### src/rtl/memory_access_unit.sv
// Memory access unit between the RV32I core and a single word-wide synchronous RAM.
// Decodes the bank, checks faults, extends sub-word loads and does read-modify-write for sub-word stores.
module memory_access_unit #(
    parameter logic [3:0] INST_BANK     = 4'h0,
    parameter logic [3:0] DATA_BANK     = 4'h1,
    parameter int         ADDR_W        = 10,
    parameter bit         INST_WRITABLE = 1'b0
) (
    input  logic              clk,
    input  logic              rst,
    input  logic              req_valid,
    output logic              req_ready,
    input  logic [31:0]       req_addr,
    input  logic              req_wr,
    input  logic [1:0]        req_size,
    input  logic              req_unsigned,
    input  logic [31:0]       req_wr_data,
    output logic              done,
    output logic [31:0]       rd_data,
    output logic [3:0]        exception,
    output logic [ADDR_W:0]   ram_addr,
    input  logic [31:0]       ram_rd_data,
    output logic [31:0]       ram_wr_data,
    output logic              ram_wr_ena
);

    // state  | meaning
    // IDLE   | ready; accepts a request, issues word stores directly
    // READ   | RAM word valid; extract load data or write merged sub-word store
    // FAULT  | faulting request completes (done) with mask already registered
    // FINISH | successful request completes (done)
    typedef enum logic [1:0] {IDLE, READ, FAULT, FINISH} state_t;

    localparam logic [1:0] SZ_BYTE = 2'd0;
    localparam logic [1:0] SZ_HALF = 2'd1;
    localparam logic [1:0] SZ_WORD = 2'd2;
    localparam logic [1:0] SZ_RSVD = 2'd3;

    state_t state, state_nxt;

    logic [ADDR_W:0] word_q;
    logic [1:0]      off_q;
    logic [1:0]      size_q;
    logic            wr_q;
    logic            uns_q;
    logic [31:0]     wdata_q;

    logic            accept;
    logic [3:0]      req_bank;
    logic [3:0]      exc_mask;
    logic [ADDR_W:0] req_word;
    logic            word_store;
    logic [31:0]     load_val;
    logic [31:0]     merged;
    logic [7:0]      byte_v;
    logic [15:0]     half_v;
    logic            unused_addr_bits;

    assign unused_addr_bits = ^req_addr[27:ADDR_W+2];

    assign accept     = req_valid && (state == IDLE);
    assign req_bank   = req_addr[31:28];
    assign req_word   = {req_bank == DATA_BANK, req_addr[ADDR_W+1:2]};
    assign word_store = req_wr && (req_size == SZ_WORD);

    always_comb begin
        exc_mask    = 4'b0000;
        exc_mask[0] = ((req_size == SZ_HALF) && req_addr[0]) ||
                      ((req_size == SZ_WORD) && (req_addr[1:0] != 2'b00));
        exc_mask[1] = (req_bank != INST_BANK) && (req_bank != DATA_BANK);
        exc_mask[2] = req_wr && (req_bank == INST_BANK) && !INST_WRITABLE;
        exc_mask[3] = (req_size == SZ_RSVD);
    end

    // Lane selection from the latched byte offset
    assign byte_v = ram_rd_data[{off_q, 3'b000} +: 8];
    assign half_v = ram_rd_data[{off_q[1], 4'b0000} +: 16];

    always_comb begin
        load_val = ram_rd_data;
        case (size_q)
            SZ_BYTE: load_val = {{24{byte_v[7] & ~uns_q}}, byte_v};
            SZ_HALF: load_val = {{16{half_v[15] & ~uns_q}}, half_v};
            default: load_val = ram_rd_data;
        endcase
    end

    always_comb begin
        merged = ram_rd_data;
        if (size_q == SZ_BYTE)
            merged[{off_q, 3'b000} +: 8] = wdata_q[7:0];
        else
            merged[{off_q[1], 4'b0000} +: 16] = wdata_q[15:0];
    end

    always_ff @(posedge clk) begin
        if (rst) begin
            state     <= IDLE;
            rd_data   <= 32'd0;
            exception <= 4'd0;
            word_q    <= '0;
            off_q     <= 2'd0;
            size_q    <= 2'd0;
            wr_q      <= 1'b0;
            uns_q     <= 1'b0;
            wdata_q   <= 32'd0;
        end else begin
            state <= state_nxt;
            if (accept) begin
                word_q  <= req_word;
                off_q   <= req_addr[1:0];
                size_q  <= req_size;
                wr_q    <= req_wr;
                uns_q   <= req_unsigned;
                wdata_q <= req_wr_data;
                // Fault results must be visible in the FAULT (done) cycle
                if (|exc_mask) begin
                    rd_data   <= 32'd0;
                    exception <= exc_mask;
                end else if (word_store) begin
                    exception <= 4'd0;
                end
            end
            if (state == READ) begin
                exception <= 4'd0;
                if (!wr_q)
                    rd_data <= load_val;
            end
        end
    end

    always_comb begin
        state_nxt   = state;
        req_ready   = 1'b0;
        done        = 1'b0;
        ram_addr    = '0;
        ram_wr_data = 32'd0;
        ram_wr_ena  = 1'b0;
        case (state)
            IDLE: begin
                req_ready = 1'b1;
                ram_addr  = req_word;
                if (accept) begin
                    if (|exc_mask) begin
                        state_nxt = FAULT;
                    end else if (word_store) begin
                        ram_wr_ena  = 1'b1;
                        ram_wr_data = req_wr_data;
                        state_nxt   = FINISH;
                    end else begin
                        state_nxt = READ;
                    end
                end
            end
            READ: begin
                ram_addr = word_q;
                if (wr_q) begin
                    ram_wr_ena  = 1'b1;
                    ram_wr_data = merged;
                end
                state_nxt = FINISH;
            end
            FAULT: begin
                done      = 1'b1;
                state_nxt = IDLE;
            end
            FINISH: begin
                done      = 1'b1;
                state_nxt = IDLE;
            end
            default: state_nxt = IDLE;
        endcase
        // A synchronous reset aborts the operation in its own cycle
        if (rst) begin
            done        = 1'b0;
            ram_addr    = '0;
            ram_wr_data = 32'd0;
            ram_wr_ena  = 1'b0;
        end
    end

endmodule

### config.mk
export PLATFORM = sky130hd
export DESIGN_NAME = memory_access_unit
export DESIGN_NICKNAME = d
export VERILOG_FILES = /design/src/rtl/memory_access_unit.sv
export SDC_FILE = /design/constraint.sdc
export NUM_CORES = 1
export LEC_CHECK = 0
export ABC_AREA = 1
export BUFFER_PORTS_ARGS = -buffer_cell sky130_fd_sc_hd__buf_4
export CAP_MARGIN = 20
export CORE_ASPECT_RATIO = 0.75
export CORE_MARGIN = 2
export CORE_UTILIZATION = 45
export DETAILED_ROUTE_END_ITERATION = 12
export GPL_TIMING_DRIVEN = 0
export PLACE_DENSITY_LB_ADDON = 0.05
export SLEW_MARGIN = 10
export SYNTH_ARGS = -nofsm -noshare
export SYNTH_HDL_FRONTEND = slang
export SYNTH_SLANG_ARGS = --single-unit
### constraint.sdc
create_clock -name clk -period 3.7 [get_ports clk]
set_input_delay 0.74 -clock clk [delete_from_list [all_inputs] [get_ports clk]]
set_output_delay 0.74 -clock clk [all_outputs]
set_load 0.05 [all_outputs]
# Word level (Yosys, flattened, before mapping)
# Index checks and enable logic that the tools add are counted.
# op_classes
n_addsub	2
n_mul	0
n_div	0
magnitude_cmp	0
n_eq_ne	10
shift	6
n_mux	31
bitwise_logic	3
reduce_logical	17
# op_table
operator	count
32-bit two-way mux	10
32-bit one-hot mux with 2 select lines	2
32-bit bitwise mux	2
16-bit by 7-bit variable shift with 32-bit output (first input constant)	1
8-bit by 7-bit variable shift with 32-bit output (first input constant)	1
16-bit by 7-bit variable part select with 32-bit output	1
32-bit by 6-bit variable part select with 16-bit output	1
32-bit by 6-bit variable part select with 8-bit output	1
8-bit by 7-bit variable part select with 32-bit output	1
11-bit one-hot mux with 2 select lines	1
5-bit negator with 7-bit output	2
11-bit two-way mux	1
2-bit == test (second input constant)	4
1-bit two-way mux	8
4-bit two-way mux	2
2-bit by 1-bit == test with 1-bit output (second input constant)	3
1-bit logical AND	6
2-bit two-way mux	3
2-bit one-hot mux with 3 select lines	1
4-bit by 1-bit == test with 1-bit output (second input constant)	1
2-bit zero test	2
4-bit zero test	1
4-bit by 1-bit != test with 1-bit output (second input constant)	1
2-bit nonzero test	2
other kinds (9)	11
# totals
ff_bits	71
latch_bits	0
ram_bits	0
romBits	0
inputBits	103
mem_count	0

# Longest topological paths before layout
# Gate-level depths: netlist of run 1.
# depth
ltp_word	8
depth_mapped	11

# Least setup slack after synthesis of run 1
# Ideal clock, no wire load.
# synth_path
kind	flip-flop to output port
from	register off_q[1]
to	output ram_wr_data[0]
arrival_ns	2.390
required_time_ns	2.960
path_slack_ns	0.570
stages_incl_launch_ff	11
cell_sequence	dfxtp_1 > buf_6 > inv_2 > buf_6 > buf_2 > ha_1 > inv_1 > nand3_1 > o21ai_0 > nand3_1 > a21oi_1
# synth_between
elab_chain_len	7
# synth_lines
item	line_no	rtl
from (decl)	42	logic [1:0] off_q;
from (signal assigned)	111	off_q <= req_addr[1:0];
5-bit negator with 7-bit output, on equally long branches	93, 91	
16-bit by 7-bit variable part select with 32-bit output (tied with other cells)	93	merged[{off_q[1], 4'b0000} +: 16] = wdata_q[15:0];
32-bit bitwise mux, on equally long branches	93, 91	
32-bit two-way mux (*)	90	if (size_q == SZ_BYTE)
32-bit two-way mux (*)	157	if (wr_q) begin
32-bit one-hot mux with 2 select lines (*)	139	case (state)
32-bit two-way mux (*)	174	if (rst) begin
to (decl)	23	output logic [31:0] ram_wr_data,
# Every way passes the cells marked *; elsewhere a longest branch is shown, timed or not.

# Worst setup path in the final report of run 1
# Ends and elaborated chain as after synthesis.

==> results of run 1 <==
-- Yosys cell counts --
master / instances
a21boi_1: 2
a21oi_1: 115
a21oi_2: 11
buf_1: 3
buf_2: 29
buf_4: 5
buf_6: 10
buf_8: 2
clkbuf_1: 15
dfxtp_1: 71
ha_1: 5
inv_1: 45
inv_2: 6
inv_4: 2
nand2_1: 190
nand2_2: 25
nand2_4: 2
nand2_8: 1
nand3_1: 96
nand3_4: 1
nor2_1: 87
nor2_2: 3
nor2_4: 5
nor2_8: 1
nor4_1: 1
o211ai_1: 33
o21ai_0: 84
o21ai_1: 10
-- routing by layer --
layer | GRT usage | vias up | wire (µm)
met3 | 0.06137 | 27 | 2098
met2 | 0.4724 | 313 | 8578
met1 | 0.4960 | 3131 | 9702
met4 | 0.05955 | 0 | 258
met5 | 0 | - | 0
li1 | - | 3238 | -
-- report_power, final --
part / internal (mW) / switching (mW) / leakage [nW]
sequential: 0.805 / 0.0343 / 0.581
clock: 0.591 / 0.359 / 0.152
combinational: 0.255 / 0.478 / 2.46
-- state kept, by name, indices dropped and copies added, names as in the netlist --
register   cells
rd_data       32
uns_q          1
wdata_q       16
state          2
wr_q           1
off_q          2
exception      4
word_q        11
size_q         2
-- critical path: stages (launching register included) --
cell and delay [ps]:
dfxtp_1 350, buf_6 150, inv_2 50, buf_6 140, buf_2 290, ha_1 330
inv_1 100, nand3_1 250, o21ai_0 250, nand3_1 120, a21oi_1 220, buf_4 230
-- logic make-up after synthesis --
group,Yosys count,synth area share
AO/OA/AOI/OAI,255,0.2639
adder cells (fa/ha/maj),5,0.01175
buffers and inverters,117,0.1121
flip-flops,71,0.2670
AND/OR/NAND/NOR,412,0.3452
-- layout make-up --
cell class / instances / area share
Multi-Input combinational cell: 672 / 0.4649
Sequential cell: 71 / 0.1999
Timing Repair Buffer: 168 / 0.1774
Buffer: 64 / 0.05525
Clock buffer: 9 / 0.03167
Inverter: 53 / 0.02868
Tap cell: 162 / 0.02851
Clock inverter: 7 / 0.01373
-- metrics by stage --
stage            util  hold slack (ps)  cells  power (mW)  cell area [µm²]
6_report       0.6145            464.5   1206       2.522             7111
5_1_grt        0.6145            494.5   1206       2.638             7111
4_1_cts        0.6145            469.5   1206       2.507             7111
3_5_place_dp   0.5866            460.6   1190       1.568             6788
3_3_place_gp   0.5866            452.4   1190       1.563             6788
2_1_floorplan       -            455.4    860       1.317             5324
-- path summary, 6_finish.rpt --
kind,start,to,slack [ps],cells past startpoint
hold reg to reg,exception[1],exception[1],460,2
setup reg to reg,off_q[1],rd_data[2],1960,7
setup / recovery,off_q[1],ram_wr_data[0],130,11
hold / removal,exception[1],exception[1],460,2
==> reports/metrics.cfg, run 1 <==
[clocking]
cts_num_sinks = 71
clock_latency_ps = 340
cts-resized-gates = 0
cts_made_buffers = 9
cts_tree = built
cts-htree-levels = 3
hold_buffers = 0
cts_buffer_depth = 2
cts.clk_slew.worst_paths_ps = 60
cts_root_buf = clkbuf_16
postCtsSetupBuffers = 0

[floorplanning]
core_um2 = 11570
num_io_pins = 185
initial_core_util = 0.4601
die_h_um = 98.20
core.rowCount = 34
dieArea_um2 = 12730
dieWidth_um = 129.6

[place]
dp_slack_ps = 572.5
io_buffers = 168
dp_hpwl_um = 16400
gp_congestion = 0.9656

[setup_path]
endpoint_kind = output port
crit_type = flip-flop to output port
critical_path_required_ps = 2960
path_max_fanout = 12
cp_data_arrival_time_ps = 2830
cp-start-kind = flip-flop

[timing]
setup_slack_ps = 133.7
fmax_ghz = 0.2804
hold_viol = 0
period_needed_ps = 3566
setup_viol = 0
fin_crit_sh = 0.9639
rsz0062_at_grt = no
tightestPinTransition_ps = 640.5
report.final.slew_viol_count = 0
tns_ps = 0
relSlewSlack = 0.5685
skew_ps = 9.970

[global_routing]
grt_pass1_vias = 6112
grt_start_max_net_pins = 14
grt-ovfl-total = 0
gr-usage-all-layers = 0.3240
grt_pass1_wl_um = 32350
antenna_found_initial = 0

[layout]
syn2layout_area_growth_pct = 33.56
nNetsFinal = 1147
nFillCells = 1213
multiInputGateArea_um2 = 3306
layout_common_cells = nand2_1 (190), buf_4 (173), a21oi_1 (115), nand3_1 (96), nor2_1 (87)
regArea_um2 = 1421
drive_above_1_share = 0.2749
final_common_cell = nand2_1
diodes = 0

[detailed_routing]
drc = 0
vias = 6709
drt_iter0_drc = 668
antenna_left = 0
dr.pass1.iters = 6
drt-total-wl_um = 20640
via_per_inst = 5.563
detail_route.wl_per_cell_um = 17.11

[synth]
yosysTopAreaCellShare = 0.2670
syn_area_um2 = 5324
syn_nets = 968
synth_seq_cells = 71
yosysSeqAreaShare = 0.2670
ys_warn_count = 0
yosys-top-cells-area = dfxtp_1 (27%), nand2_1 (13%), a21oi_1 (11%), nand3_1 (9.0%), o21ai_0 (7.9%)
postSynthAreaPerCell_um2 = 6.191
synthCells = 860
synth_cell_types = 28
synth_top_area_cell = dfxtp_1

[worst_hold_path]
worstHoldPathType = flip-flop to flip-flop

[run]
cap_violations = 0

[outcome]
status = complete, no violations

[pwr]
leakage_nw = 3.197
vdd_ir_drop_max_v = 0.0002109
cellPowerDensity_nw_per_um2 = 354.7

(Power assumes the default switching activity.)
==> run 2, diff against run 1 <==
--- a/config.mk
+++ b/config.mk
@@ -10,7 +10,7 @@
 export CAP_MARGIN = 20
 export CORE_ASPECT_RATIO = 0.75
 export CORE_MARGIN = 2
-export CORE_UTILIZATION = 45
+export CORE_UTILIZATION = 55
 export DETAILED_ROUTE_END_ITERATION = 12
 export GPL_TIMING_DRIVEN = 0
 export PLACE_DENSITY_LB_ADDON = 0.05
==> reports/metrics.cfg, run 2 (synthesis gave the netlist of run 1 again) <==
[outcome]
status = complete, no violations

[place]
io_buffers = 168
gp_congestion = 1.014
dp_hpwl_um = 15980

[timing]
report.final.slew_viol_count = 0
period_needed_ps = 3510
fin_crit_sh = 0.9485
skew_ps = 5.871
hold_viol = 0
tightestPinTransition_ps = 625.9
hold_slack_ps = 461.7
fmax_ghz = 0.2849
setup_viol = 0
relSlewSlack = 0.5783
rsz0062_at_grt = no
tns_ps = 0

[detailed_routing]
drc = 0
via_per_inst = 5.941
antenna_left = 0
dr.pass1.iters = 6
detail_route.wl_per_cell_um = 17.67
vias = 6987
drt-total-wl_um = 20780
drt_iter0_drc = 895

[floorplanning]
core_um2 = 9542
initial_core_util = 0.5580
dieArea_um2 = 10490
num_io_pins = 185
core.rowCount = 31
dieWidth_um = 117.6
die_h_um = 89.21

[clocking]
cts_made_buffers = 9
cts-resized-gates = 0
cts-htree-levels = 3
cts_tree = built
cts_num_sinks = 71
cts.clk_slew.worst_paths_ps = 60
hold_buffers = 0
clock_latency_ps = 340
cts_root_buf = clkbuf_16
postCtsSetupBuffers = 0
cts_buffer_depth = 2

[setup_path]
crit_type = flip-flop to output port
reg2reg_slack_ps = 1990
r2r-end = rd_data[2]
r2r-start = off_q[1]
critPathMaxStageDelay_ps = 340
r2r.worst_path.cells = 7
cp-start-kind = flip-flop
cp_cell_sequence = buf_6 -> inv_2 -> buf_6 -> buf_2 -> ha_1 -> inv_1 -> nand3_1 -> o21ai_0 -> nand3_1 -> a21oi_1 -> buf_4
cp_data_arrival_time_ps = 2770
critPathSlowestCell = dfxtp_1
critical_path_required_ps = 2960
endpoint_kind = output port
path_max_fanout = 12

[global_routing]
grt_start_max_net_pins = 13
grt_pass1_vias = 5949
antenna_found_initial = 0
grt-ovfl-total = 0
gr-usage-all-layers = 0.3741
grt_pass1_wl_um = 30670

[pwr]
leakage_nw = 3.203
vdd_ir_drop_max_v = 0.0003423
totalPowerFinal_mw = 2.553
cellPowerDensity_nw_per_um2 = 360.5

[layout]
regArea_um2 = 1421
multiInputGateArea_um2 = 3306
layout_common_cells = nand2_1 (190), buf_4 (173), a21oi_1 (115), nand3_1 (96), nor2_1 (87)
drive_above_1_share = 0.2749
largest_reg_flops = 32
final_common_cell = nand2_1
nFillCells = 819
nNetsFinal = 1147
largest-register = rd_data
diodes = 0
reg_top3 = rd_data (32), wdata_q (16), word_q (11)
syn2layout_area_growth_pct = 33.04

[run]
cap_violations = 0

[worst_hold_path]
hp-start = exception[2]
hold_end = exception[2]
min_delay_path_depth = 2
worstHoldPathType = flip-flop to flip-flop

## run 2: cell types whose count changed in the layout (fill, tap and decap cells not counted), sizes merged
cell    change
clkbuf      +2
clkinv      -2
## run 2: through the flow
| stage | area [µm²] | utilization | cells | setup slack, ps |
|---|---|---|---|---|
| after global placement | 6750 | 0.7074 | 1160 | 649.5 |
| after floorplan | 5324 | - | 860 | 570.4 |
| after CTS | 7083 | 0.7423 | 1176 | 258.2 |
| after detailed placement | 6750 | 0.7074 | 1160 | 640.2 |
| after global routing | 7083 | 0.7423 | 1176 | 55.03 |
| final | 7083 | 0.7423 | 1176 | 190.4 |
## run 2: worst max path at each step
stage	startpoint	endpoint	slack, ps	depth (start not counted)
CTS	off_q[1]	ram_wr_data[1]	260	11
global placement	off_q[1]	ram_wr_data[0]	650	11
global route	off_q[1]	ram_wr_data[2]	60	11
floorplan	off_q[1]	ram_wr_data[0]	570	10
detailed placement	off_q[1]	ram_wr_data[1]	640	11
finish	off_q[1]	ram_wr_data[1]	190	11
## run 2: final cells by class
cell class                      count  area share
Buffer                             64     0.05547
Clock buffer                       11     0.03568
Clock inverter                      5     0.01131
Inverter                           53     0.02879
Multi-Input combinational cell    672      0.4667
Sequential cell                    71      0.2007
Tap cell                          132     0.02332
Timing Repair Buffer              168      0.1781
## run 2: power breakdown
part | internal, mW | leakage (nW) | switching [mW]
registers | 0.805 | 0.581 | 0.0348
logic | 0.255 | 2.46 | 0.486
clock network | 0.626 | 0.158 | 0.347
## run 2: per-layer routing
| metal | vias to the layer above | routed length (µm) | global-route usage |
|---|---|---|---|
| li1 | 3237 | - | - |
| met4 | 0 | 568 | 0.1249 |
| met1 | 3207 | 8692 | 0.5221 |
| met3 | 54 | 2569 | 0.07589 |
| met5 | - | 0 | 0 |
| met2 | 489 | 8952 | 0.5840 |
## run 2: critical path: cells and delay by family (launching register included)
| family | cells | cell delay, ps |
|---|---|---|
| compound gates | 2 | 470 |
| flops | 1 | 340 |
| buf+inv | 6 | 940 |
| simple gates | 2 | 350 |
| fa+ha+maj | 1 | 320 |
==> run 3, diff against run 2 <==
--- a/config.mk
+++ b/config.mk
@@ -9,11 +9,11 @@
 export BUFFER_PORTS_ARGS = -buffer_cell sky130_fd_sc_hd__buf_4
 export CAP_MARGIN = 20
 export CORE_ASPECT_RATIO = 0.75
-export CORE_MARGIN = 2
 export CORE_UTILIZATION = 55
 export DETAILED_ROUTE_END_ITERATION = 12
 export GPL_TIMING_DRIVEN = 0
 export PLACE_DENSITY_LB_ADDON = 0.05
+export SETUP_SLACK_MARGIN = 0.4
 export SLEW_MARGIN = 10
 export SYNTH_ARGS = -nofsm -noshare
 export SYNTH_HDL_FRONTEND = slang
==> reports/metrics.cfg, run 3 (synthesis gave the netlist of run 1 again) <==
[outcome]
status = complete, no violations

[global_routing]
grt-ovfl-total = 0
antenna_found_initial = 0
grt_start_max_net_pins = 14
gr-usage-all-layers = 0.4038
grt_pass1_vias = 5982
grt_pass1_wl_um = 30870

[floorplanning]
dieWidth_um = 115.6
core_um2 = 9234
initial_core_util = 0.5766
core.rowCount = 30
dieArea_um2 = 10080
die_h_um = 87.21
num_io_pins = 185

[timing]
setup_viol = 0
fmax_ghz = 0.3102
hold_viol = 0
tightestPinTransition_ps = 616.6
hold_slack_ps = 465.8
relSlewSlack = 0.5890
skew_ps = 6.103
period_needed_ps = 3224
report.final.slew_viol_count = 0
tns_ps = 0
rsz0062_at_grt = no
fin_crit_sh = 0.8713

[layout]
largest-register = rd_data
diodes = 0
syn2layout_area_growth_pct = 33.94
nNetsFinal = 1147
drive_above_1_share = 0.2845
layout_common_cells = nand2_1 (188), buf_4 (174), a21oi_1 (113), nand3_1 (94), nor2_1 (87)
largest_reg_flops = 32
final_common_cell = nand2_1
reg_top3 = rd_data (32), wdata_q (16), word_q (11)

[pwr]
vdd_ir_drop_max_v = 0.0002553
cellPowerDensity_nw_per_um2 = 356.5
leakage_nw = 3.202
seq_power_share = 0.330
clock_power_share = 0.374
totalPowerFinal_mw = 2.542
p_int_mw = 1.662
p_comb_frac = 0.296
switching_power_mw = 0.8801
switching_share = 0.3463

[place]
dp_hpwl_um = 15730
gp_congestion = 1.000
io_buffers = 168

[setup_path]
r2r-start = off_q[1]
r2r-end = rd_data[2]
cp-start-kind = flip-flop
crit_type = flip-flop to output port
reg2reg_slack_ps = 2010
r2r.worst_path.cells = 7
critical_path_required_ps = 2960
cp_data_arrival_time_ps = 2480
path_max_fanout = 12
endpoint_kind = output port

[clocking]
postCtsSetupBuffers = 0
cts_made_buffers = 9
cts-htree-levels = 3
cts_buffer_depth = 2
cts_tree = built
cts.clk_slew.worst_paths_ps = 60
clock_latency_ps = 340
cts_num_sinks = 71
cts_root_buf = clkbuf_16

[worst_hold_path]
min_delay_path_depth = 2
hp-start = exception[2]
worstHoldPathType = flip-flop to flip-flop
hold_end = exception[2]

[detailed_routing]
drt-total-wl_um = 20220
antenna_left = 0
dr.pass1.iters = 7
drc = 0
via_per_inst = 5.905
vias = 6921
detail_route.wl_per_cell_um = 17.25
drt_iter0_drc = 780

[run]
cap_violations = 0

-- run 3: area by class of cell --
cell class | instances | area, µm²
plain buffers | 64 | 401.6
clock buffers | 9 | 225.2
clock inverters | 7 | 96.34
fillers | 762 | 2103
inverters | 53 | 203.9
multi-input cells | 672 | 3359
flip-flops and latches | 71 | 1423
well taps | 128 | 160.2
repair buffers | 168 | 1261
-- run 3: power groups by stage --
stage                     sequential (mW)  clock [mW]  combinational [mW]
final                               0.840       0.950               0.751
after global routing                0.843       0.982               0.808
after CTS                           0.837       0.949               0.716
after detailed placement            0.853           0               0.705
after global placement              0.852           0               0.698
after floorplan                     0.868           0               0.449
-- run 3: worst max-delay path by stage --
stage | from | end
global route | off_q[1] | ram_wr_data[26]
finish | off_q[1] | ram_wr_data[11]
global placement | off_q[1] | ram_wr_data[22]
floorplan | off_q[1] | ram_wr_data[0]
CTS | off_q[1] | ram_wr_data[0]
detailed placement | off_q[1] | ram_wr_data[22]
-- run 3: layer usage --
metal  global-route usage  vias to the layer above  wire (µm)
met1               0.5754                     3146       8536
met2               0.6075                      479       8487
met3              0.08212                       54       2657
met4               0.1263                        0        534
li1                     -                     3242          -
met5                    0                        -          0
-- run 3: worst max-delay path: stages, from the launching register on --
cell	delay [ps]
dfxtp_2	360
buf_6	130
inv_2	40
buf_6	130
buf_4	190
ha_1	200
inv_2	110
nand3_1	160
o21ai_0	220
nand3_1	120
a21oi_1	230
buf_4	240
-- run 3: what timing repair did --
item | CTS | global route
setup endpoints to repair | 21 | 32
gates cloned | 0 | 0
hold buffers | 0 | 0
gates resized for setup | 6 | 16
-- run 3: per-stage QoR --
step | utilization | instance area [µm²] | std cells | setup WS [ps]
6_report | 0.7722 | 7131 | 1172 | 476.2
2_1_floorplan | - | 5324 | 860 | 570.4
3_3_place_gp | 0.7305 | 6745 | 1156 | 687.4
3_5_place_dp | 0.7305 | 6745 | 1156 | 651.5
4_1_cts | 0.7672 | 7084 | 1172 | 373.5
5_1_grt | 0.7722 | 7131 | 1172 | 414.9
